[src/rtl/stream_rr_arbiter.sv]
// Two-source round-robin front end for a shared in-order streaming datapath.
// Issues one beat per cycle, tags each beat with its source, and steers results back.
module stream_rr_arbiter #(
  parameter int DATAW    = 16,
  parameter int TAGDEPTH = 8
) (
  input  logic                        clk,
  input  logic                        rst,
  input  logic                        s0_valid,
  output logic                        s0_ready,
  input  logic [DATAW-1:0]            s0_data,
  input  logic                        s1_valid,
  output logic                        s1_ready,
  input  logic [DATAW-1:0]            s1_data,
  output logic                        m_valid,
  input  logic                        m_ready,
  output logic [DATAW-1:0]            m_data,
  input  logic                        r_valid,
  output logic                        r_ready,
  input  logic [2*DATAW-1:0]          r_data,
  output logic                        d0_valid,
  input  logic                        d0_ready,
  output logic [2*DATAW-1:0]          d0_data,
  output logic                        d1_valid,
  input  logic                        d1_ready,
  output logic [2*DATAW-1:0]          d1_data,
  output logic [$clog2(TAGDEPTH):0]   outstanding,
  output logic                        err
);

  localparam int PW = $clog2(TAGDEPTH);
  localparam int CW = PW + 1;
  localparam logic [CW-1:0] FULL = CW'(TAGDEPTH);

  typedef enum logic {IDLE, HOLD} issue_state_e;

  issue_state_e state_q, state_d;
  logic         rr_ptr;
  logic         tag_mem [TAGDEPTH];
  logic [PW-1:0] wr_ptr, rd_ptr;
  logic         can_load, grant, accept;
  logic         fifo_empty, head_tag, pop;

  assign m_valid = (state_q == HOLD);

  // Full check looks only at the registered count, so a same-cycle return
  // frees a slot for the following cycle, never the current one.
  // NOTE: every signal driven here gets a default before any branch, so no path
  // leaves it unassigned and no latch is inferred.
  always_comb begin
    can_load = !rst && (!m_valid || m_ready) && (outstanding != FULL);
    grant    = (s0_valid && s1_valid) ? rr_ptr : s1_valid;
    s0_ready = can_load && !grant;
    s1_ready = can_load && grant;
    accept   = (s0_valid && s0_ready) || (s1_valid && s1_ready);
  end

  always_comb begin
    fifo_empty = (outstanding == '0);
    head_tag   = tag_mem[rd_ptr];
    d0_valid   = !rst && r_valid && !fifo_empty && !head_tag;
    d1_valid   = !rst && r_valid && !fifo_empty && head_tag;
    d0_data    = r_data;
    d1_data    = r_data;
    r_ready    = !rst && !fifo_empty && (head_tag ? d1_ready : d0_ready);
    pop        = r_valid && r_ready;
  end

  always_comb begin
    state_d = state_q;
    unique case (state_q)
      IDLE: if (accept) state_d = HOLD;
      HOLD: if (m_ready && !accept) state_d = IDLE;
      default: state_d = IDLE;
    endcase
  end

  // NOTE: state registers use non-blocking assignments so every flop samples
  // pre-edge values regardless of process ordering.
  always_ff @(posedge clk) begin
    if (rst) begin
      state_q     <= IDLE;
      m_data      <= '0;
      rr_ptr      <= 1'b0;
      wr_ptr      <= '0;
      rd_ptr      <= '0;
      outstanding <= '0;
      err         <= 1'b0;
    end else begin
      state_q <= state_d;
      if (accept) begin
        m_data <= grant ? s1_data : s0_data;
        rr_ptr <= !grant;
        wr_ptr <= wr_ptr + 1'b1;
      end
      if (pop) rd_ptr <= rd_ptr + 1'b1;
      unique case ({accept, pop})
        2'b10:   outstanding <= outstanding + 1'b1;
        2'b01:   outstanding <= outstanding - 1'b1;
        default: outstanding <= outstanding;
      endcase
      if (r_valid && fifo_empty) err <= 1'b1;
    end
  end

  // NOTE: tag storage has no reset; entries are only read once the pointers
  // (which are reset) mark them as written.
  always_ff @(posedge clk) begin
    if (accept) tag_mem[wr_ptr] <= grant;
  end

endmodule

[config.mk]
export PLATFORM = sky130hd
export DESIGN_NAME = stream_rr_arbiter
export DESIGN_NICKNAME = d
export VERILOG_FILES = /design/src/rtl/stream_rr_arbiter.sv
export SDC_FILE = /design/constraint.sdc
export NUM_CORES = 1
export LEC_CHECK = 0
export BUFFER_PORTS_ARGS = -buffer_cell sky130_fd_sc_hd__buf_2
export CAP_MARGIN = 20
export CORE_UTILIZATION = 45
export DETAILED_ROUTE_END_ITERATION = 7
export HOLD_SLACK_MARGIN = 0.12
export PLACE_DENSITY_LB_ADDON = 0.12
export SYNTH_ARGS = -nofsm -noshare
export SYNTH_HDL_FRONTEND = slang
export SYNTH_SLANG_ARGS = --single-unit
[constraint.sdc]
create_clock -name clk -period 4.3 [get_ports clk]
set_clock_uncertainty 0.05 [all_clocks]
set_input_delay 0.86 -clock clk [delete_from_list [all_inputs] [get_ports clk]]
set_output_delay 0.86 -clock clk [all_outputs]
set_load 0.02 [all_outputs]
==> out/metrics.cfg, run 1 <==
[timing]
tightest_slew_ns = 0.647
finalHoldViolCount = 0
fmax_ghz = 0.319
fin_setup_tns_ns = 0
fin_crit_ns = 3.13
drv_slew = 0
timing.hold.ws_ns = 0.414
finalCritPeriodShare_pct = 72.8
setup_viol = 0
max_slew_margin_pct = 56.9
rsz0062_at_grt = no

[die]
core_area_um2 = 4850
num_rows = 25
initial_utilization_pct = 47.8
die_height_um = 73.7
die_x_um = 73.7
ios = 163
die-area_um2 = 5440

[pwr]
power_density_nw_per_um2 = 372
vdd_ir_drop_max_uv = 160
power_leakage_nw = 1.02
power_uw = 862

[drt]
drt_iter0_markers = 62
drc = 0
drt-wirelength-per-cell_um = 11.9
ant_nets = 0
vias = 1583
drt-total-wl_um = 3930
first_pass_iters = 4
via_per_inst = 4.80

[critical_path]
cp_slowest_cell = mux4_1
crit_type = reg2reg
cp.required_ns = 4.46
critPathLaunchType = flip-flop
cp_data_arrival_time_ns = 3.29
worstSetupEndpointType = flip-flop
crit_path_cell_trace = mux4_1 -> mux2i_4 -> mux2i_1 -> ha_1 -> xor2_1 -> ha_1 -> a21oi_1 -> xor2_1 -> or3_1 -> a21oi_1
critPathMaxFanout = 5
r2r_slack_ns = 1.17
cpPeakStageDelay_ns = 0.61

[cts]
clock-sinks = 40
cts_buffers = 5
holdBufCountCts = 0
clk_pin_slew_worst_paths_ns = 0.07
clockRootBuffer = clkbuf_8
post-cts-setup-buffers = 0
cts_tree = yes
cts.path.max_buffers = 2
htree_levels = 2
cts_resized = 0
clk_latency_ns = 0.28

[cells_and_area]
layout-area-overhead-vs-synth_pct = 0.108
final_cells = 330
n_fill_cell = 491
fin_nets = 339
layout-drive-gt1-share_pct = 29.7
final_cell_mix = buf_2, nand2_1, nor2_1, dfxtp_1, a311oi_1
final_common_cell = buf_2
n_antenna_cell = 0
final_util_pct = 47.8

[placement]
place_inst = 322
place.port_buffers = 66
place_congestion = 0.709
hpwl_um = 2760

[grt]
overflow = 0
antenna_found_initial = 0
grt_use_met2_pct = 23.6
top_usage_layer = met2
grt_max_degree = 38
grtUsageTotal_pct = 15.6
use_met1_pct = 19.1
grt_util_met3_pct = 7.41
grt_pass1_vias = 1430
grt_pass1_wl_um = 6490

[synth]
async_flop_share_pct = 0
synth_cells = 262
synth_warnings = 0
ys_ff_latch = 40
synthesis.area_um2 = 2320
synth_ff_type = dfxtp_1
synth-seq-area-share_pct = 38.0
synth-edff-count = 8
syn-num-nets = 339
synth_cell_types = 32
syn_avg_cell_area_um2 = 8.84

[min_path]
hp-class = reg2reg

[job]
drv_cap = 0

[status]
outcome = complete, no violations

==> per-stage QoR <==
stage | setup WS, ns | cell area [µm²]
after floorplan | 1.35 | 2320
after global placement | 0.937 | 2220
after detailed placement | 0.849 | 2220
after CTS | 1.15 | 2320
after global routing | 0.879 | 2320
final | 1.17 | 2320
==> per-layer routing <==
layer  vias to the layer above  share of wire, %
met1                       692                46
met2                        61                44
met3                         7               8.1
met5                         -                 0
met4                         0               1.8
li1                        823                 -
==> critical path, delay by kind of cell (launching register included) <==
kind | cells | cell delay [ns]
AO/OA/AOI/OAI | 2 | 0.20
XOR/XNOR | 2 | 0.33
adder cells (fa/ha/maj) | 2 | 0.49
flip-flops | 1 | 0.36
multiplexers | 3 | 1.33
AND/OR/NAND/NOR | 1 | 0.31
==> power by group <==
part | leakage, nW | total, mW | internal (mW) | switching (mW)
Clock | 0.0445 | 0.256 | 0.130 | 0.126
Combinational | 0.640 | 0.176 | 0.0720 | 0.104
Sequential | 0.336 | 0.430 | 0.408 | 0.0218
Total | 1.02 | 0.862 | 0.610 | 0.251
==> flip-flops by register name (all words and copies together), names as in the netlist, named ones only <==
| name | flops |
|---|---|
| tag_mem | 8 |
| m_valid | 1 |
| wr_ptr | 3 |
| outstanding | 4 |
| rd_ptr | 3 |
| m_data | 16 |
| rr_ptr | 1 |
| err | 1 |
==> synthesized netlist by cell type, types with 5 or more instances <==
cell | number | share of area, %
buf_4 | 66 | 21
edfxtp_1 | 8 | 10
xor2_1 | 5 | 1.9
nand2b_1 | 5 | 1.4
nor3_1 | 6 | 1.3
a21oi_1 | 6 | 1.3
mux2i_1 | 5 | 2.2
clkbuf_1 | 6 | 0.97
a311oi_1 | 17 | 6.4
dfxtp_1 | 32 | 28
ha_1 | 5 | 2.7
nand2_1 | 39 | 6.3
nor2_1 | 32 | 5.2
==> cell type report <==
type	instances	area (µm²)	area share (%)
Tap cell	67	83.8	3.62
Timing Repair Buffer	68	345	14.9
Inverter	3	11.3	0.486
Sequential cell	40	881	38.0
Clock inverter	1	7.51	0.324
Clock buffer	7	86.3	3.72
Multi-Input combinational cell	144	903	39.0
==> cells by family after synthesis <==
group                    count (synthesis)  share of synthesized area [%]
AND/OR/NAND/NOR                         95                           17.8
buffers and inverters                   78                           23.5
flip-flops                              40                           38.0
AO/OA/AOI/OAI                           29                           9.94
multiplexers                             8                           5.40
XOR/XNOR                                 7                           2.65
adder cells (fa/ha/maj)                  5                           2.70
==> path summary, 6_finish.rpt <==
kind                                from                     endpoint  depth (start not counted)
setup reg to reg               flip-flop  outstanding[2]$_SDFFE_PP0P_                         10
hold reg to reg   rd_ptr[2]$_SDFFE_PP0N_                    flip-flop                          1
setup / recovery               flip-flop  outstanding[2]$_SDFFE_PP0P_                         10
hold / removal    rd_ptr[2]$_SDFFE_PP0N_                    flip-flop                          1
(Power assumes the default switching activity.)
==> inputs of run 2 (changes only) <==
- CORE_UTILIZATION: 45 -> 41
- clock period: 4.3 -> 2.9 ns (I/O delays scaled with it)
==> run 2 against run 1 <==
Against the previous run: hold slack got worse by 0.0043 ns; largest cell class unchanged; design area increased by 2.1%; clock power is 45% higher; non-clock buffer count grew 7; die area is 9.5% higher; highest routed layer unchanged; critical endpoint unchanged.
==> out/metrics.cfg, run 2 (synthesized netlist as in run 1, its figures left out) <==
[cells_and_area]
final_common_cell = buf_2
multi_input_area_um2 = 902  ; -0.14%
regMostFlops = m_data
fin_nets = 346  ; +2.1%
final_cell_mix = buf_2, nand2_1, nor2_1
layout-drive-gt1-share_pct = 33.3  ; +3.7 points
reg_top3 = m_data: 16 flops, tag_mem: 8 flops, outstanding: 4 flops
final_util_pct = 44.9  ; -2.9 points
n_fill_cell = 554  ; +13%
design_area_um2 = 2370  ; +2.1%
largest_reg_flops = 16  ; unchanged
layout-area-overhead-vs-synth_pct = 2.16
n_antenna_cell = 0  ; unchanged
ff_latch_area_um2 = 882  ; +0.14%

[cts]
cts.path.max_buffers = 2  ; unchanged
post-cts-setup-buffers = 0  ; unchanged
clock-sinks = 40  ; unchanged
clk_pin_slew_worst_paths_ns = 0.08  ; about the same
clk_latency_ns = 0.29  ; about the same
cts_resized = 0  ; unchanged
holdBufCountCts = 0  ; unchanged
cts_tree = yes
cts_buffers = 5  ; unchanged
htree_levels = 2  ; unchanged
clockRootBuffer = clkbuf_8

[timing]
setup_viol = 0  ; unchanged
tightest_slew_ns = 0.475  ; -0.171 ns
setup_ws_ns = 0.169  ; -0.999 ns
max_slew_margin_pct = 68.1  ; +11 points
finalCritPeriodShare_pct = 94.2  ; +21 points
drv_slew = 0  ; unchanged
timing.hold.ws_ns = 0.410  ; -0.00429 ns
rsz0062_at_grt = no
fin_crit_ns = 2.73  ; -0.401 ns
fmax_ghz = 0.366  ; +15%
fin_setup_tns_ns = 0  ; unchanged
finalHoldViolCount = 0  ; unchanged

[pwr]
sw_frac_of_total_pct = 30.7  ; +1.5 points
power_frac_clock_pct = 28.9  ; -0.8 points
p_int_uw = 890  ; +46%
vdd_ir_drop_max_uv = 246  ; +54%
combPwrFrac_pct = 21.8  ; +1.4 points
power_density_nw_per_um2 = 543  ; +46%
p_seq_share_pct = 49.3  ; -0.6 points
switching_power_uw = 394  ; +57%
power_leakage_nw = 1.04  ; +2.2%

[drt]
vias = 1629  ; +2.9%
drt-wirelength-per-cell_um = 12.7  ; +6.6%
ant_nets = 0  ; unchanged
drt_iter0_markers = 82  ; +32%
via_per_inst = 4.79  ; -0.12%
drc = 0  ; unchanged
drt-total-wl_um = 4320  ; +9.8%
first_pass_iters = 4  ; unchanged

[grt]
grt_use_met2_pct = 24.5  ; +0.86 points
top_usage_layer = met2
grt_pass1_vias = 1607  ; +12%
grtUsageTotal_pct = 14.9  ; -0.72 points
grt_util_met3_pct = 5.95  ; -1.5 points
antenna_found_initial = 0  ; unchanged
overflow = 0  ; unchanged
grt_max_degree = 38  ; unchanged
grt_pass1_wl_um = 7190  ; +11%
use_met1_pct = 17.2  ; -2.0 points

[critical_path]
cp_slowest_cell = mux4_2
critPathMaxFanout = 4  ; -1
cpPeakStageDelay_ns = 0.53  ; -0.08 ns
crit_type = reg2reg
worstSetupEndpointType = flip-flop
cp.required_ns = 3.07  ; -1.39 ns
cp_data_arrival_time_ns = 2.90  ; -0.39 ns
critPathLaunchType = flip-flop
crit_path_cell_trace = mux4_2 -> mux2i_4 -> mux2i_2 -> ha_2 -> xor2_1 -> ha_1 -> a21oi_1 -> xor2_1 -> or3_1 -> a21oi_1
cp_num_buf_inv = 0  ; unchanged
path_delay_family = multiplexers

[min_path]
hp-class = reg2reg

[die]
ios = 163  ; unchanged
die_height_um = 77.2  ; +4.6%
core_area_um2 = 5270  ; +8.7%
die_x_um = 77.2  ; +4.6%
initial_utilization_pct = 43.9  ; -3.8 points
num_rows = 26  ; +4.0%
die-area_um2 = 5950  ; +9.5%

[status]
outcome = complete, no violations

[placement]
place.port_buffers = 66  ; unchanged
placed_area_um2 = 2280  ; +2.5%
place_congestion = 0.717  ; +1.0%
hpwl_um = 2990  ; +8.2%
pre_cts_ws_ns = 0.0655  ; -0.784 ns

[job]
drv_cap = 0  ; unchanged

## run 2: power groups by stage
stage	Clock (mW)	Combinational, mW	Sequential, mW
CTS	0.379	0.283	0.634
detailed placement	0	0.282	0.646
floorplan	0	0.277	0.678
finish	0.371	0.279	0.633
global placement	0	0.281	0.646
global route	0.401	0.311	0.641
## run 2: layout make-up
type	count	area share, %
clock buffer	6	3.07
clock inverter	2	0.529
inverter	3	0.476
multi-input combinational	144	38.1
sequential	40	37.3
tap	70	3.70
timing repair buffer	75	16.8
## run 2: worst paths after layout
check	to	cells past startpoint	startpoint	slack (ns)
worst max-delay path	outstanding[2]$_SDFFE_PP0P_	10	flip-flop	0.17
worst min register to register	rd_ptr[2]$_SDFFE_PP0N_	1	rd_ptr[2]$_SDFFE_PP0N_	0.41
worst min-delay path	rd_ptr[2]$_SDFFE_PP0N_	1	rd_ptr[2]$_SDFFE_PP0N_	0.41
worst max register to register	outstanding[2]$_SDFFE_PP0P_	10	flip-flop	0.17
## run 2: metrics by stage
step | cells | total power, mW
2_1_floorplan | 262 | 0.955
3_3_place_gp | 332 | 0.926
3_5_place_dp | 332 | 0.928
4_1_cts | 340 | 1.30
5_1_grt | 340 | 1.35
6_report | 340 | 1.28
## run 2: metal layers
metal,vias to the layer above,part of all wire [%]
li1,837,-
met1,713,45
met2,67,46
met3,12,8.3
met4,0,1.2
met5,-,0
